[src/rtl/receiver_spi_mc.sv]
// Multi-channel strobe receiver: per-channel sync, debounce and capture,
// with a round-robin arbiter forwarding one tagged word per cycle downstream.
module receiver_spi_mc #(
    parameter int unsigned WIDTH    = 32,
    parameter int unsigned CHANNELS = 4,
    parameter int unsigned DEBOUNCE = 3,
    localparam int unsigned CH_W    = $clog2(CHANNELS)
) (
    input  logic                       clk,
    input  logic                       reset_n,
    input  logic [CHANNELS-1:0]        new_sig,
    input  logic [CHANNELS*WIDTH-1:0]  in_sig,
    input  logic                       q_full,
    input  logic                       clr_overrun,
    output logic [WIDTH-1:0]           processed_sig,
    output logic [CH_W-1:0]            src_chan,
    output logic                       sig_alert,
    output logic [CHANNELS-1:0]        overrun
);

    localparam int unsigned CNT_W = (DEBOUNCE > 1) ? $clog2(DEBOUNCE) : 1;
    localparam logic [CNT_W-1:0] CNT_MAX = CNT_W'(DEBOUNCE - 1);
    localparam logic [CH_W-1:0]  PTR_RST = CH_W'(CHANNELS - 1);

    logic [CHANNELS-1:0]             s1_q, s2_q;
    logic [CHANNELS-1:0]             cond_q, cond_d;
    logic [CHANNELS-1:0][CNT_W-1:0]  cnt_q, cnt_d;
    logic [CHANNELS-1:0]             pending_q, pending_d;
    logic [CHANNELS-1:0][WIDTH-1:0]  hold_q, hold_d;
    logic [CHANNELS-1:0]             overrun_q, overrun_d;
    logic [CH_W-1:0]                 ptr_q, ptr_d;
    logic [WIDTH-1:0]                processed_q, processed_d;
    logic [CH_W-1:0]                 src_q, src_d;
    logic                            alert_q, alert_d;

    logic [CHANNELS-1:0]             rise_c;
    logic                            gnt_valid_c;
    logic [CH_W-1:0]                 gnt_idx_c;
    int unsigned                     idx_c;

    // Debounce: a change on s2 is accepted only after DEBOUNCE stable cycles.
    always_comb begin
        cond_d = cond_q;
        cnt_d  = cnt_q;
        rise_c = '0;
        for (int unsigned k = 0; k < CHANNELS; k++) begin
            if (s2_q[k] == cond_q[k]) begin
                cnt_d[k] = '0;
            end else if (cnt_q[k] == CNT_MAX) begin
                cond_d[k] = s2_q[k];
                cnt_d[k]  = '0;
                rise_c[k] = s2_q[k];
            end else begin
                cnt_d[k] = cnt_q[k] + CNT_W'(1);
            end
        end
    end

    // Round-robin search starting just after the last granted channel.
    always_comb begin
        gnt_valid_c = 1'b0;
        gnt_idx_c   = '0;
        idx_c       = 0;
        if (!q_full) begin
            for (int unsigned i = 1; i <= CHANNELS; i++) begin
                idx_c = (32'(ptr_q) + i) % CHANNELS;
                if (!gnt_valid_c && pending_q[CH_W'(idx_c)]) begin
                    gnt_valid_c = 1'b1;
                    gnt_idx_c   = CH_W'(idx_c);
                end
            end
        end
    end

    // Capture, pending/overrun bookkeeping and registered forward path.
    always_comb begin
        hold_d      = hold_q;
        pending_d   = pending_q;
        overrun_d   = overrun_q;
        ptr_d       = ptr_q;
        processed_d = processed_q;
        src_d       = src_q;
        alert_d     = gnt_valid_c;
        for (int unsigned k = 0; k < CHANNELS; k++) begin
            logic granted;
            granted = gnt_valid_c && (gnt_idx_c == CH_W'(k));
            if (rise_c[k]) begin
                hold_d[k] = in_sig[k*WIDTH +: WIDTH];
            end
            pending_d[k] = rise_c[k] | (pending_q[k] & ~granted);
            // A fresh capture over an unforwarded word is an overrun; set beats clear.
            overrun_d[k] = (rise_c[k] & pending_q[k] & ~granted)
                         | (overrun_q[k] & ~clr_overrun);
        end
        if (gnt_valid_c) begin
            processed_d = hold_q[gnt_idx_c];
            src_d       = gnt_idx_c;
            ptr_d       = gnt_idx_c;
        end
    end

    always_ff @(posedge clk or negedge reset_n) begin
        if (!reset_n) begin
            s1_q        <= '0;
            s2_q        <= '0;
            cond_q      <= '0;
            cnt_q       <= '0;
            pending_q   <= '0;
            hold_q      <= '0;
            overrun_q   <= '0;
            ptr_q       <= PTR_RST;
            processed_q <= '0;
            src_q       <= '0;
            alert_q     <= 1'b0;
        end else begin
            s1_q        <= new_sig;
            s2_q        <= s1_q;
            cond_q      <= cond_d;
            cnt_q       <= cnt_d;
            pending_q   <= pending_d;
            hold_q      <= hold_d;
            overrun_q   <= overrun_d;
            ptr_q       <= ptr_d;
            processed_q <= processed_d;
            src_q       <= src_d;
            alert_q     <= alert_d;
        end
    end

    assign processed_sig = processed_q;
    assign src_chan      = src_q;
    assign sig_alert     = alert_q;
    assign overrun       = overrun_q;

endmodule

[config.mk]
export PLATFORM = sky130hd
export DESIGN_NAME = receiver_spi_mc
export DESIGN_NICKNAME = d
export VERILOG_FILES = /design/src/rtl/receiver_spi_mc.sv
export SDC_FILE = /design/constraint.sdc
export NUM_CORES = 1
export LEC_CHECK = 0
export ABC_AREA = 1
export BUFFER_PORTS_ARGS = -buffer_cell sky130_fd_sc_hd__buf_4
export CORE_MARGIN = 2
export CORE_UTILIZATION = 50
export DETAILED_ROUTE_END_ITERATION = 16
export PLACE_DENSITY = 0.78
export REMOVE_ABC_BUFFERS = 1
export SLEW_MARGIN = 10
export SYNTH_ARGS = -nofsm -noshare
export SYNTH_HDL_FRONTEND = slang
export SYNTH_SLANG_ARGS = --single-unit
[constraint.sdc]
create_clock -name clk -period 2.05 [get_ports clk]
set_input_delay 0.3075 -clock clk [delete_from_list [all_inputs] [get_ports clk]]
set_output_delay 0.3075 -clock clk [all_outputs]
set_load 0.01 [all_outputs]
==> metrics.txt, run 1 <==
switching pwr=around 8300 uW; post-place instance area=between 10000 and 15000 um2; Die H=between 100 and 150 um; synth unique cells=23; Chip Width=135 um; sequential area share after synthesis=0.559; placed insts=around 1500; share of the synthesized area in the top cell type=0.553; core area=~17000 um2; Avg Cell Area, Syn=7.99 um2; Yosys reg bits=between 150 and 200; Sw Share=0.405; RSZ-0062 raised after global routing=true; Finished Layout Cells=1517; CTS tree=yes; critical path data required time=around 2.4 ns; final worst slack=-0.300 ns; final worst-path cycle share=1.15; share of cells above drive strength 1=0.247; fmax=~0.43 GHz; R2R cell count=16; DRC=0; leakage=0.00621 uW; slew of the pin with the lowest slew margin=between 0.4 and 0.5 ns; WL/cell=between 15 and 20 um; TNS Setup=-8.70 ns; Max rail drop VDD=~0.0012 V; Pint=roughly 12000 uW; clock buffer count from CTS=17; commonest non-fill, non-tap cells in the layout=nand2_1, buf_4, dfrtp_1, inv_1; hold path startpoint=in_sig[125]; Yosys top cell by area=dfrtp_1; Fill cells=~1400; Sink Count=a little under 200; Antenna Cells=0; RR Startpoint=ptr_q[0]; largest net degree at the start of global routing=68; Sequential Power Share=0.309; antenna violations before repair=0; Worst Setup Start Kind=register; via density per instance=5.25; top-level I/O count=~180; kind of critical path=reg2reg; Placement Rows=48; failing checks=negative setup slack; buffers added on ports=174; clock power share=0.174; clock buffer depth=2; CTS clock-pin slew for the worst setup and hold paths=0.07 ns; P per Cell Area=about 1800 nW/um2; DRT Pass-1 Iters=5; Vias=about 8000; Die ar.=between 15000 and 20000 um2; top cells by area, synth=dfrtp_1, nand2_1, nand3_1; Synth warnings=0; CP Capture Type=register; Worst-Skew Late Latency=about 0.43 ns; hold path cells=3; design area=between 10000 and 15000 um2; CP Max Fanout=8; Initial Util=0.505; Mapped Cells=about 1100; area grow syn2layout=33.9%; Max Slew Vio Count=0; Final Critical Period=2.35 ns; status=finished with violations; r2r endpoint=processed_sig[22]; Final HPWL DP=between 15 and 20 mm; HP Class=in2reg; most common cell after layout, fill and taps aside=nand2_1; DRT antenna net count=0; R2R Setup Slk=-0.30 ns; Mapped Area=8640 um2; vias in the first global route=approximately 7800; Tot GR Track Use=0.263; worst-case clock skew=roughly 0.0079 ns; drt initial violations=510; combinational cell fraction of total power=0.516; # H-tree levels=4; final layout net count=around 1400; CP arrival=2.72 ns; global-route wire length before repair=approximately 37 mm; max-cap viol count=0; final hold vios=0; global placement routability congestion=about 0.84; CTS Root Cell=clkbuf_16; Endpoint, Worst Hold=hold_q[125]; Final setup viols=42; Congestion Overflow GR=0; Slew headroom=0.685; DRT Wirelength=between 20 and 25 mm
-- metrics by stage --
step                hold WS (ns)   util  setup slack (ns)  power [uW]
finish                     0.122  0.676            -0.300       20500
floorplan                 0.0119      -             -1.59       11600
global route               0.108  0.676            -0.408       22100
detailed placement         0.314  0.609            -0.221       15300
global placement           0.312  0.609            -0.129       15000
CTS                        0.112  0.658            -0.172       19400
-- layout make-up --
class / instances / area (um2) / area share
flip-flops and latches: 193 / 4830 / 0.418
multi-input cells: 678 / 3110 / 0.269
repair buffers: 241 / 2130 / 0.184
inverters: 147 / 562 / 0.0486
clock buffers: 20 / 467 / 0.0403
well taps: 225 / 282 / 0.0243
clock inverters: 12 / 180 / 0.0156
repair inverters: 1 / 7.51 / 0.000649
-- worst max-delay path, cell delays in order, from the launching register on --
cell and delay, ns:
dfstp_2 0.67, clkinvlp_4 0.19, nand2_2 0.09, nand2_1 0.05
nand2_1 0.08, nand2_2 0.10, o21ai_2 0.15, nand3_2 0.11
nand2_4 0.14, nand2_4 0.10, buf_8 0.17, buf_6 0.12
nand2_1 0.05, nand3_1 0.07, nand2_1 0.09, nand2_1 0.06
nand2_1 0.05
-- layer usage --
layer  GRT usage  up-vias  part of all wire
met4      0.0995        0             0.029
li1            -     3753                 -
met3      0.0513       61             0.072
met1       0.343     3804              0.41
met2       0.440      342              0.49
met5           0        -                 0
-- how the worst max path moves through the flow --
stage	from	to	slack (ns)	cells past startpoint
2_1_floorplan	q_full	overrun[1]	-1.59	5
3_3_place_gp	ptr_q[0]	processed_sig[26]	-0.13	18
3_5_place_dp	ptr_q[0]	processed_sig[22]	-0.22	18
4_1_cts	ptr_q[0]	processed_sig[13]	-0.17	18
5_1_grt	ptr_q[0]	processed_sig[26]	-0.41	16
6_report	ptr_q[0]	processed_sig[22]	-0.30	16
-- power by group through the flow --
stage | Combinational (uW) | Sequential [uW] | Clock [uW]
floorplan | 5270 | 6380 | 0
global placement | 8640 | 6310 | 0
detailed placement | 8920 | 6390 | 0
CTS | 9430 | 6340 | 3630
global route | 11700 | 6520 | 3810
finish | 10600 | 6350 | 3580
-- cells in the mapped netlist (all sizes together) --
library cell,number
nand2,251
dfrtp,191
inv,147
nand3,138
nor2,133
a21oi,128
buf,33
clkbuf,30
o21ai,15
nor3,8
xnor2,4
dfstp,2
nand4,1
-- repair_timing --
action / in CTS / in global routing
gates resized for setup: 30 / 42
hold endpoints to repair: 53 / 0
pin swaps: 13 / 7
setup endpoints to repair: 41 / 45
gates cloned: 1 / 4
hold buffers: 5 / 0
setup buffers: 6 / 9
-- registers in the layout (all words and copies together) (netlist names) --
name	cells
processed_sig	32
cond_q	4
ptr_q	2
overrun	4
sig_alert	1
hold_q	128
src_chan	2
s1_q	4
pending_q	4
cnt_q	8
s2_q	4
-- cell families (layout without fill, tap and decap cells) --
kind of cell,after synthesis,after routing,share of synthesized area
flops,193,193,0.559
compound gates,143,143,0.0833
buf+inv,210,421,0.0988
simple gates,531,531,0.255
xor+xnor,4,4,0.00405
No activity file was read; power rests on OpenSTA's default activity.
==> run 2: changes to the inputs <==
- BUFFER_PORTS_ARGS: -buffer_cell sky130_fd_sc_hd__buf_4 -> unset
- DONT_BUFFER_PORTS: unset -> 1
- PLACE_DENSITY: 0.78 -> 0.69
==> run 2 against run 1 <==
  * The flow finishes with violations (negative hold slack, negative setup slack)
  * Sequential cell count unchanged
  * Register-to-register slack got worse by 0.04 ns
  * Clock skew up 0.0035 ns
  * Cell count is 12% lower
  * Sequential share of layout area is 5.4 points higher
  * Clock-buffer cell count is 2 higher
  * Non-clock buffer count is 174 lower
  * Hold slack got worse by 0.56 ns
  * Via count fell by 12%
  * Critical path type unchanged
  * Largest power group unchanged
  * Highest routed layer unchanged
==> metrics.txt, run 2 (synthesis gave the netlist of run 1 again) <==
status=finished with violations (unchanged); failing checks=negative hold slack, negative setup slack (was negative setup slack); final hold vios=193 (was 0); via density per instance=5.22 (was 5.25); kind of critical path=reg2reg (unchanged); Max Slew Vio Count=0 (unchanged); RSZ-0062 raised after global routing=true (unchanged); CTS clock-pin slew for the worst setup and hold paths=0.07 ns (about the same); Cell Chain, Critical Path=clkinv_4 > buf_6 > nand2_2 > nand2_2 > nand2_2 > nand2_2 > o21ai_1 > nand3_2 > nand2_4 > nand2_8 > clkbuf_16 > nand2_1 > nand3_1 > nand2_1 > nand2_1 > nand2_1 (was clkinvlp_4 > nand2_2 > nand2_1 > nand2_1 > nand2_2 > o21ai_2 > nand3_2 > nand2_4 > nand2_4 > buf_8 > buf_6 > nand2_1 > nand3_1 > nand2_1 > nand2_1 > nand2_1); Antenna Cells=0 (unchanged); antenna violations before repair=0 (unchanged); Tot Pwr=20100 uW (was 20500 uW); Worst Setup Start Kind=register (unchanged); Finished Layout Cells=1342 (was 1517); CP top delay family=simple AND/OR/NAND/NOR gates (unchanged); buffers added on ports=0 (was 174); CP max stage delay=0.62 ns (was 0.67 ns); Final HPWL DP=13.9 mm (was 15.3 mm); WL/cell=17.1 um (was 15.8 um); Worst Setup EP=processed_sig[25] (was processed_sig[22]); clock buffer depth=2 (unchanged); share of cells above drive strength 1=0.128 (was 0.247); r2r endpoint=processed_sig[25] (was processed_sig[22]); CTS Root Cell=clkbuf_16 (unchanged); Slew headroom=0.647 (was 0.685); # H-tree levels=4 (unchanged); worst-case clock skew=0.0114 ns (was 0.00790 ns); Sink Count=193 (unchanged); global placement routability congestion=0.865 (was 0.842); Vias=7008 (was 7960); design area=10300 um2 (was 11600 um2); CP arrival=2.76 ns (was 2.72 ns); Critical Path Start=ptr_q[0] (unchanged); DRT Wirelength=23.0 mm (was 23.9 mm); R2R cell count=16 (unchanged); CP Max Fanout=9 (was 8); Initial Util=0.505 (unchanged); Chip Width=135 um (unchanged); top-level I/O count=175 (unchanged); DRT antenna net count=0 (unchanged); DRC=0 (unchanged); final worst-path cycle share=1.17 (was 1.15); CTS tree=yes (unchanged); Largest register FFs=128 (unchanged); area grow syn2layout=18.7% (was 33.9%); vias in the first global route=6698 (was 7810); max-cap viol count=0 (unchanged); global-route wire length before repair=34.9 mm (was 37.4 mm); Congestion Overflow GR=0 (unchanged); Crit path buffers/inverters=3 (unchanged); R2R Setup Slk=-0.34 ns (was -0.30 ns); final worst slack=-0.343 ns (was -0.300 ns); critical path data required time=2.42 ns (about the same); Die ar.=18300 um2 (unchanged); Tot GR Track Use=0.246 (was 0.263); Final setup viols=44 (was 42); largest reg by FF count=hold_q (unchanged); drt initial violations=535 (was 510); CP Capture Type=register (unchanged); final layout net count=1240 (was 1415); slew of the pin with the lowest slew margin=0.528 ns (was 0.473 ns); Die H=135 um (unchanged); Fill cells=1524 (was 1382); post-place instance area=9120 um2 (was 10400 um2); CP Depth=16 (unchanged); HP Class=in2async (was in2reg); placed insts=1286 (was 1460); core area=17100 um2 (unchanged); P per Cell Area=1960 nW/um2 (was 1780 nW/um2); commonest non-fill, non-tap cells in the layout=nand2_1, dfrtp_1, inv_1, nor2_1, nand3_1 (was nand2_1, buf_4, dfrtp_1, inv_1); clock buffer count from CTS=17 (unchanged); largest net degree at the start of global routing=194 (was 68); Max rail drop VDD=0.000993 V (was 0.00124 V); Placement Rows=48 (unchanged); Post-CTS Hold Fix Bufs=4 (was 5); Final Critical Period=2.39 ns (was 2.35 ns); RR Startpoint=ptr_q[0] (unchanged); Worst-Skew Late Latency=0.44 ns (was 0.43 ns); leakage=0.00537 uW (was 0.00621 uW); DRT Pass-1 Iters=5 (unchanged); fmax=0.418 GHz (was 0.426 GHz); Slowest-stage cell, CP=dfstp_2 (unchanged); most common cell after layout, fill and taps aside=nand2_1 (unchanged); final hold slack=-0.439 ns (was 0.122 ns)
==> run 2: cell count changes in the layout (fill, tap and decap cells not counted), sizes merged <==
cell / change
buf: -173
bufinv: -4
clkbuf: +2
clkinv: +1
clkinvlp: -1
dlygate4sd3: -1
inv: +1
==> run 2: worst min-delay path by stage <==
stage / from / cells after the start / end / slack [ns]
after floorplan: reset_n / 0 / cnt_q[0] / 0.01
after global placement: reset_n / 0 / s1_q[1] / 0.02
after detailed placement: reset_n / 0 / s1_q[1] / 0.02
after CTS: reset_n / 0 / s1_q[1] / -0.45
after global routing: reset_n / 0 / s1_q[1] / -0.46
final: reset_n / 0 / s1_q[1] / -0.44
==> run 2: report_power, final <==
part | internal [uW] | switching (uW)
combinational | 4530 | 5960
sequential | 5630 | 897
clock | 1660 | 1470
==> run 2: metal layers <==
layer | track usage | up-vias | share of wire
met4 | 0.0799 | 0 | 0.022
met5 | 0 | - | 0
met1 | 0.330 | 3309 | 0.43
li1 | - | 3404 | -
met3 | 0.0629 | 48 | 0.075
met2 | 0.393 | 247 | 0.48
==> run 2: final cells by class <==
cell class	instances	area, um2	share of cell area
multi-input combinational	678	3160	0.308
sequential	193	4830	0.471
tap	225	282	0.0275
timing repair buffer	67	868	0.0847
inverter	147	564	0.0550
clock inverter	10	77.6	0.00756
clock buffer	22	474	0.0462
==> run 2: through the flow <==
stage / setup TNS (ns) / util / hold slack (ns) / setup slack, ns
finish: -12.31 / 0.599 / -0.439 / -0.343
floorplan: -62.00 / - / 0.0119 / -1.59
global route: -18.22 / 0.599 / -0.456 / -0.483
global placement: -1.78 / 0.533 / 0.0165 / -0.0787
detailed placement: -6.70 / 0.533 / 0.0157 / -0.212
CTS: -3.20 / 0.577 / -0.450 / -0.137
==> run 2: repair_timing <==
action / 4_1_cts / 5_1_grt
pin swaps: 3 / 8
buffers inserted: 5 / 10
setup endpoints to repair: 42 / 44
resized for setup: 23 / 60
gates cloned: 2 / 5
endpoints found under the hold margin: 197 / 193
==> run 3: changes to the inputs <==
- CAP_MARGIN: unset -> 20
- CORE_UTILIZATION: 50 -> 30
- PLACE_DENSITY: 0.69 -> 0.46
==> run 3 against run 2 <==
  * The flow still finishes with violations (negative hold slack, negative setup slack)
  * Register-to-register slack gained 0.15 ns
  * Via count grew 1.5%
  * Combinational power up 22%
  * Hold slack lost 0.016 ns
  * Clock power is 8.3% higher
  * Sequential share of layout area fell by 4.5 points
  * Critical path depth increased by 1
  * Largest power group unchanged
  * Maximum frequency increased by 6.7%
  * First-iteration DRC count decreased by 27%
  * Core utilization decreased by 20 points
  * Clock-buffer cell count decreased by 5
  * Clock skew increased by 0.0038 ns
  * Critical endpoint is now processed_sig[31]
==> metrics.txt, run 3 (synthesis gave the netlist of run 1 again) <==
status=finished with violations (unchanged); CP Max Fanout=8 (was 9); final layout net count=1276 (was 1240); Slowest-stage cell, CP=dfstp_2 (unchanged); buffers added on ports=0 (unchanged); antenna violations before repair=3 (was 0); P per Cell Area=2000 nW/um2 (was 1960 nW/um2); design area=11300 um2 (was 10300 um2); final hold vios=193 (unchanged); DRT Wirelength=27.5 mm (was 23.0 mm); Finished Layout Cells=1540 (was 1342); kind of critical path=reg2reg (unchanged); Final setup viols=40 (was 44); clock buffer count from CTS=17 (unchanged); leakage=0.00569 uW (was 0.00537 uW); HP Class=in2async (unchanged); post-place setup slack=-0.160 ns (was -0.212 ns); Reg area=4830 um2 (unchanged); largest net degree at the start of global routing=194 (unchanged); final worst-path cycle share=1.09 (was 1.17); Sink Count=193 (unchanged); CTS Root Cell=clkbuf_16 (unchanged); fmax=0.446 GHz (was 0.418 GHz); Placement Rows=62 (was 48); Crit path top cell by count=nand2_1; Max Slew Vio Count=0 (unchanged); switching pwr=9870 uW (was 8330 uW); CP Capture Type=register (unchanged); vias in the first global route=7124 (was 6698); R2R Setup Slk=-0.19 ns (was -0.34 ns); Largest register FFs=128 (unchanged); CTS tree=yes (unchanged); global-route wire length before repair=39.9 mm (was 34.9 mm); top-level I/O count=175 (unchanged); Fill cells=2953 (was 1524); clock buffer depth=2 (unchanged); RSZ-0062 raised after global routing=true (unchanged); Final Critical Period=2.24 ns (was 2.39 ns); # H-tree levels=4 (unchanged); area of the multi-input gates=3550 um2 (was 3160 um2); Sequential Power Share=0.288 (was 0.324); most common cell after layout, fill and taps aside=nand2_1 (unchanged); failing checks=negative hold slack, negative setup slack (unchanged); commonest non-fill, non-tap cells in the layout=nand2_1, dfrtp_1, inv_1, nor2_1, a21oi_1 (was nand2_1, dfrtp_1, inv_1, nor2_1, nand3_1); combinational cell fraction of total power=0.563 (was 0.521); Max rail drop VDD=0.000823 V (was 0.000993 V); global placement routability congestion=0.719 (was 0.865); R2R cell count=17 (was 16); Vias=7113 (was 7008); CTS clock-pin slew for the worst setup and hold paths=0.09 ns (was 0.07 ns); DRT Pass-1 Iters=4 (was 5); placed insts=1435 (was 1286); Initial Util=0.303 (was 0.505); Crit path buffers/inverters=3 (unchanged); largest reg by FF count=hold_q (unchanged); clock power share=0.150 (was 0.155); final worst slack=-0.193 ns (was -0.343 ns); WL/cell=17.9 um (was 17.1 um); RR Startpoint=ptr_q[0] (unchanged); via density per instance=4.62 (was 5.22); Slew headroom=0.577 (was 0.647); CP Depth=17 (was 16); DRT antenna net count=0 (unchanged); drt initial violations=391 (was 535); core area=28500 um2 (was 17100 um2); Congestion Overflow GR=0 (unchanged); Pint=12800 uW (was 11800 uW); Die ar.=30200 um2 (was 18300 um2); Tot GR Track Use=0.171 (was 0.246); area grow syn2layout=31.1% (was 18.7%); Worst-Skew Late Latency=0.45 ns (was 0.44 ns); critical path data required time=2.38 ns (was 2.42 ns); Chip Width=174 um (was 135 um); r2r endpoint=processed_sig[31] (was processed_sig[25]); DRC=0 (unchanged); Final HPWL DP=15.6 mm (was 13.9 mm); Sw Share=0.435 (was 0.413); final hold slack=-0.454 ns (was -0.439 ns); Worst Setup Start Kind=register (unchanged); post-place instance area=9290 um2 (was 9120 um2); Cell Chain, Critical Path=inv_4 > nand2_1 > nand2_2 > nand2_2 > nand2_4 > nor2_4 > nand3_4 > nand2_2 > nand2_4 > nand2_8 > buf_12 > clkbuf_16 > nand3_1 > nand3_1 > nand2_1 > nand2_1 > nand2_1 (was clkinv_4 > buf_6 > nand2_2 > nand2_2 > nand2_2 > nand2_2 > o21ai_1 > nand3_2 > nand2_4 > nand2_8 > clkbuf_16 > nand2_1 > nand3_1 > nand2_1 > nand2_1 > nand2_1); share of cells above drive strength 1=0.189 (was 0.128); slew of the pin with the lowest slew margin=0.634 ns (was 0.528 ns); Die H=174 um (was 135 um); CP top delay family=simple AND/OR/NAND/NOR gates (unchanged); CP arrival=2.58 ns (was 2.76 ns); max-cap viol count=0 (unchanged); worst-case clock skew=0.0151 ns (was 0.0114 ns); TNS Setup=-5.78 ns (was -12.31 ns); CP max stage delay=0.59 ns (was 0.62 ns)
[run 3: metal layers]
metal  vias up  track usage  share of wire
met5         -            0              0
met4         0       0.0487          0.018
met3        28       0.0450          0.054
met2       169        0.275           0.47
met1      3425        0.228           0.46
li1       3491            -              -
[run 3: worst max path at each step]
stage	slack [ns]	end	startpoint
6_report	-0.19	processed_sig[31]	ptr_q[0]
2_1_floorplan	-1.59	overrun[1]	q_full
5_1_grt	-0.32	processed_sig[21]	ptr_q[0]
3_5_place_dp	-0.16	overrun[1]	ptr_q[0]
4_1_cts	-0.11	processed_sig[3]	ptr_q[0]
3_3_place_gp	-0.08	processed_sig[26]	ptr_q[0]
[run 3: repair_timing]
item / CTS / global route
setup endpoints to repair: 41 / 44
gates cloned: 1 / 14
hold buffers: 34 / 4
gates resized for setup: 34 / 123
buffers inserted: 9 / 9
pin swaps: 1 / 53
endpoints found under the hold margin: 227 / 197
[run 3: per-stage QoR]
| stage | utilization | total power (uW) |
|---|---|---|
| 6_report | 0.397 | 22700 |
| 2_1_floorplan | - | 11600 |
| 3_3_place_gp | 0.325 | 14900 |
| 3_5_place_dp | 0.325 | 15000 |
| 5_1_grt | 0.397 | 24500 |
| 4_1_cts | 0.364 | 19000 |
[run 3: area by class of cell]
| cell class | instances | share of cell area |
|---|---|---|
| antenna | 3 | 0.000663 |
| clock buffer | 17 | 0.0376 |
| clock inverter | 15 | 0.0125 |
| inverter | 147 | 0.0500 |
| multi-input combinational | 678 | 0.313 |
| sequential | 193 | 0.427 |
| tap | 384 | 0.0424 |
| timing repair buffer | 103 | 0.117 |
[run 3: power groups by stage]
stage | registers, uW | clock network, uW | logic [uW]
global route | 6730 | 3650 | 14100
CTS | 6520 | 3500 | 9000
floorplan | 6380 | 0 | 5270
global placement | 6570 | 0 | 8290
finish | 6520 | 3390 | 12800
detailed placement | 6590 | 0 | 8400
